[config.mk]
export PLATFORM = sky130hd
export DESIGN_NAME = hazard_ctrl
export DESIGN_NICKNAME = d
export VERILOG_FILES = /design/src/rtl/hazard_ctrl.sv
export SDC_FILE = /design/constraint.sdc
export NUM_CORES = 1
export LEC_CHECK = 0
export BUFFER_PORTS_ARGS = -buffer_cell sky130_fd_sc_hd__buf_2
export CORE_ASPECT_RATIO = 0.9
export CORE_UTILIZATION = 54
export CTS_CLUSTER_DIAMETER = 120
export CTS_CLUSTER_SIZE = 28
export DETAILED_ROUTE_END_ITERATION = 8
export PLACE_DENSITY = 0.79
export SLEW_MARGIN = 25
export SYNTH_ARGS = -nofsm -noshare
export SYNTH_HDL_FRONTEND = slang
export SYNTH_SLANG_ARGS = --single-unit
[constraint.sdc]
create_clock -name clk -period 2.44 [get_ports clk]
set_input_delay 0.122 -clock clk [delete_from_list [all_inputs] [get_ports clk]]
set_output_delay 0.122 -clock clk [all_outputs]
set_load 0.01 [all_outputs]
[src/rtl/hazard_ctrl.sv]
// Hazard controller for the 5-stage ARM core: stalls, flushes and operand
// forwarding from a shadow E/M/W register-address pipeline, plus counters.
module hazard_ctrl #(
  parameter int REGW = 4,
  parameter int CNTW = 16
) (
  input  logic            clk,
  input  logic            reset,
  input  logic [REGW-1:0] RA1D,
  input  logic [REGW-1:0] RA2D,
  input  logic [REGW-1:0] WA3D,
  input  logic            RegWriteD,
  input  logic            MemtoRegD,
  input  logic            PCSrcD,
  input  logic            RegWriteEO,
  input  logic            PCSrcEO,
  input  logic            BranchEO,
  output logic [1:0]      ForwardAE,
  output logic [1:0]      ForwardBE,
  output logic            StallF,
  output logic            StallD,
  output logic            FlushD,
  output logic            FlushE,
  output logic [CNTW-1:0] StallCnt,
  output logic [CNTW-1:0] FlushCnt
);

  localparam logic [REGW-1:0] PC_REG = '1;

  localparam logic [1:0] FWD_RF  = 2'b00;
  localparam logic [1:0] FWD_W   = 2'b01;
  localparam logic [1:0] FWD_M   = 2'b10;

  typedef struct packed {
    logic [REGW-1:0] ra1;
    logic [REGW-1:0] ra2;
    logic [REGW-1:0] wa3;
    logic            regwr;
    logic            memtoreg;
  } e_t;

  typedef struct packed {
    logic [REGW-1:0] wa3;
    logic            regwr;
    logic            pcsrc;
  } mw_t;

  e_t              e_q, e_d;
  mw_t             m_q, m_d;
  mw_t             w_q, w_d;
  logic [CNTW-1:0] stall_cnt_q, stall_cnt_d;
  logic [CNTW-1:0] flush_cnt_q, flush_cnt_d;

  logic            ldr_stall;
  logic            pc_wr_pend;
  logic            stall_f;
  logic            stall_d;
  logic            flush_d;
  logic            flush_e;
  logic [1:0]      fwd_a;
  logic [1:0]      fwd_b;

  // Unconditioned write enable: the load's condition is not resolved yet.
  always_comb begin
    ldr_stall  = e_q.memtoreg & e_q.regwr &
                 ((e_q.wa3 == RA1D) | (e_q.wa3 == RA2D));
    pc_wr_pend = PCSrcD | PCSrcEO | m_q.pcsrc;
    stall_f    = ldr_stall | pc_wr_pend;
    stall_d    = ldr_stall;
    flush_d    = pc_wr_pend | w_q.pcsrc | BranchEO;
    flush_e    = ldr_stall | BranchEO;
  end

  always_comb begin
    fwd_a = FWD_RF;
    if (m_q.regwr && (m_q.wa3 == e_q.ra1) && (e_q.ra1 != PC_REG)) begin
      fwd_a = FWD_M;
    end else if (w_q.regwr && (w_q.wa3 == e_q.ra1) &&
                 (e_q.ra1 != PC_REG)) begin
      fwd_a = FWD_W;
    end
  end

  always_comb begin
    fwd_b = FWD_RF;
    if (m_q.regwr && (m_q.wa3 == e_q.ra2) && (e_q.ra2 != PC_REG)) begin
      fwd_b = FWD_M;
    end else if (w_q.regwr && (w_q.wa3 == e_q.ra2) &&
                 (e_q.ra2 != PC_REG)) begin
      fwd_b = FWD_W;
    end
  end

  // A stalled decode is never copied into E; it re-enters next cycle.
  always_comb begin
    e_d = '0;
    if (!(flush_e || stall_d)) begin
      e_d.ra1      = RA1D;
      e_d.ra2      = RA2D;
      e_d.wa3      = WA3D;
      e_d.regwr    = RegWriteD;
      e_d.memtoreg = MemtoRegD;
    end
  end

  always_comb begin
    m_d       = '0;
    m_d.wa3   = e_q.wa3;
    m_d.regwr = RegWriteEO;
    m_d.pcsrc = PCSrcEO;
    w_d       = m_q;
  end

  always_comb begin
    stall_cnt_d = stall_cnt_q;
    flush_cnt_d = flush_cnt_q;
    if (ldr_stall && (stall_cnt_q != '1)) begin
      stall_cnt_d = stall_cnt_q + CNTW'(1);
    end
    if (flush_e && (flush_cnt_q != '1)) begin
      flush_cnt_d = flush_cnt_q + CNTW'(1);
    end
  end

  always_ff @(posedge clk or negedge reset) begin
    if (!reset) begin
      e_q         <= '0;
      m_q         <= '0;
      w_q         <= '0;
      stall_cnt_q <= '0;
      flush_cnt_q <= '0;
    end else begin
      e_q         <= e_d;
      m_q         <= m_d;
      w_q         <= w_d;
      stall_cnt_q <= stall_cnt_d;
      flush_cnt_q <= flush_cnt_d;
    end
  end

  // Inputs can be live during reset, so the controls are masked explicitly.
  always_comb begin
    ForwardAE = reset ? fwd_a : FWD_RF;
    ForwardBE = reset ? fwd_b : FWD_RF;
    StallF    = reset & stall_f;
    StallD    = reset & stall_d;
    FlushD    = reset & flush_d;
    FlushE    = reset & flush_e;
    StallCnt  = stall_cnt_q;
    FlushCnt  = flush_cnt_q;
  end

endmodule

==> flow_metrics.tcl <==
set metrics [dict create \
    status "completed" \
    gr-usage-all-layers_pct 23.0 \
    num_rows 24 \
    final_common_cell "buf_2" \
    clockRootBuffer "clkbuf_8" \
    setup_viol 0 \
    ys_seq_area_share_pct 53.2 \
    dieArea_um2 5340 \
    port_buffers 59 \
    num_vias 2029 \
    tightestPinTransition_ns 0.960 \
    synth_edf_count 0 \
    end_kind "output pin" \
    cts.path.max_buffers 2 \
    post-cts-setup-buffers 0 \
    grt_pass1_wl_mm 9.29 \
    rsz0062_at_grt "false" \
    ios 60 \
    drt.antenna.violating_nets 0 \
    async_reset_ff_share_pct 100 \
    routed_via_density 5.30 \
    dieHeight_um 69.5 \
    relSlewSlack_pct 35.5 \
    synthesis.nets 262 \
    drt_iter0_markers 88 \
    crit_fanout 13 \
    syn_area_per_cell_um2 11.4 \
    final_cell_mix "buf_2 (59), dfrtp_1 (58), xor2_1 (29)" \
    finalCritPeriodShare_pct 92.9 \
    grt_overflow 0 \
    hold_violations 0 \
    hold_class "input pin to flip-flop" \
    antenna_found_initial 0 \
    wl_per_cell_um 14.2 \
    cts_max_level 3 \
    cts_resized 0 \
    placed_area_um2 3130 \
    syn_inst 240 \
    cts_tree "built" \
    hpwl_mm 3.92 \
    setup_ws_ns 0.174 \
    start_util_pct 56.1 \
    drive_above_1_share_pct 28.0 \
    postCtsHoldBufs 4 \
    max_freq_mhz 441 \
    critical_path_class "flip-flop to output pin" \
    insertion_delay_ns 0.32 \
    layout.nets 339 \
    netlist-cell-type-count 39 \
    worst_ep_arrival_time_ns 2.14 \
    synth-seq-cells 58 \
    grt_pass1_vias 1923 \
    p_per_area_nw_per_um2 651 \
    diodes 0 \
    peakVddDrop_mv 0.521 \
    grt_max_degree 29 \
    drt-total-wl_mm 5.44 \
    drv_slew 0 \
    dp_slack_ns 0.248 \
    route.detailed.drc 0 \
    dr.pass1.iters 4 \
    cap_violations 0 \
    ys.flop_type "dfrtp_1" \
    syn_to_final_growth_pct 21.7 \
    numCtsBuffers 9 \
    core_area_um2 4860 \
    final_design_area_no_fill_um2 3320 \
    yosys_warnings 0 \
    cp.required_ns 2.32 \
    worst_setup_path_start_kind "flip-flop" \
    clock_sinks 58 \
    power_leakage_nw 1.69 \
    setup_tns_ns 0 \
    place_congestion 0.834 \
    fin_skew_ns 0.0125 \
    fp.dieW_um 77.0 \
    cts.clk_slew.worst_paths_ns 0.05 \
    syn_area_um2 2730 \
    min_period_ns 2.27 \
]
==> Yosys cell counts (all sizes together), types with 2 or more instances <==
master  number  share of area [%]
dfrtp       58                 53
xor2        29                9.3
nand3       25                4.8
and2        19                4.4
xnor2       19                6.1
nand2       12                1.6
nor3        12                2.2
and3         9                2.1
nor2         8                1.1
nand4        7                1.8
nor4         6                2.1
o21ai        5               0.92
buf          4                1.1
mux2         4                1.8
and4         3               0.96
ha           2               0.92
inv          2               0.28
nor3b        2               0.55
or2          2               0.64
==> per-stage QoR <==
stage / instances / util [%] / power [W] / hold WS [ns]
after detailed placement: 366 / 64.3 / 0.00148 / 0.00781
after global placement: 366 / 64.3 / 0.00146 / 0.0129
after global routing: 383 / 68.3 / 0.00227 / 0.0000765
after floorplan: 240 / - / 0.00132 / -0.174
after CTS: 382 / 68.1 / 0.00218 / 0.000528
final: 383 / 68.3 / 0.00216 / 0.0183
==> sequential cells by signal, summed over array words and instances, names as in the netlist <==
name	count
FlushCnt	16
StallCnt	16
e_q	14
m_q	6
w_q	6
==> final timing paths <==
kind,cells past startpoint,endpoint,slack [ns],start
max in group asynchronous,3,e_q[4],1.63,reset
hold reg to reg,0,w_q[0],0.38,m_q[0]
hold / removal,2,e_q[1],0.02,RegWriteD
min in group asynchronous,2,StallCnt[9],0.19,reset
setup / recovery,6,StallF,0.17,e_q[3]
setup reg to reg,5,FlushCnt[1],0.23,e_q[3]
==> area by class of cell <==
class                      instances  area, µm²
tap                               65       81.3
clock inverter                     1       5.00
multi-input combinational        175       1240
timing repair buffer              71        398
fill                             395       1540
sequential                        58       1450
inverter                           2       7.51
clock buffer                      11        141
==> cell families after synthesis <==
logic type                 count (synthesis)  share of synthesized area, %
muxes                                      4                          1.79
AOI/OAI and AO/OA                         12                          4.08
xor gates and xnor gates                  48                          15.4
and+or+nand+nor                          109                          23.2
DFF                                       58                          53.2
adders and majority gates                  2                         0.916
buffers and inverters                      7                          1.47
==> per-layer routing <==
metal  global-route usage, %  part of all wire [%]
met1                    30.5                    45
met2                    34.6                    48
met3                    8.42                   4.7
met4                    8.33                   2.0
met5                       0                     0
==> power by group <==
group | switching, W | leakage, nW | total (W) | internal (W)
Combinational | 0.000164 | 0.850 | 0.000319 | 0.000155
Clock | 0.000320 | 0.0770 | 0.000692 | 0.000371
Sequential | 0.000105 | 0.761 | 0.00115 | 0.00105
==> critical path, cell delays in order, from the launching register on <==
cell and delay, ns:
dfrtp_1 0.42, xor2_1 0.20, nor4_2 0.33, o211a_1 0.36, buf_4 0.24, o21a_1 0.16, buf_2 0.13
Power figures use the tool's default switching activity.
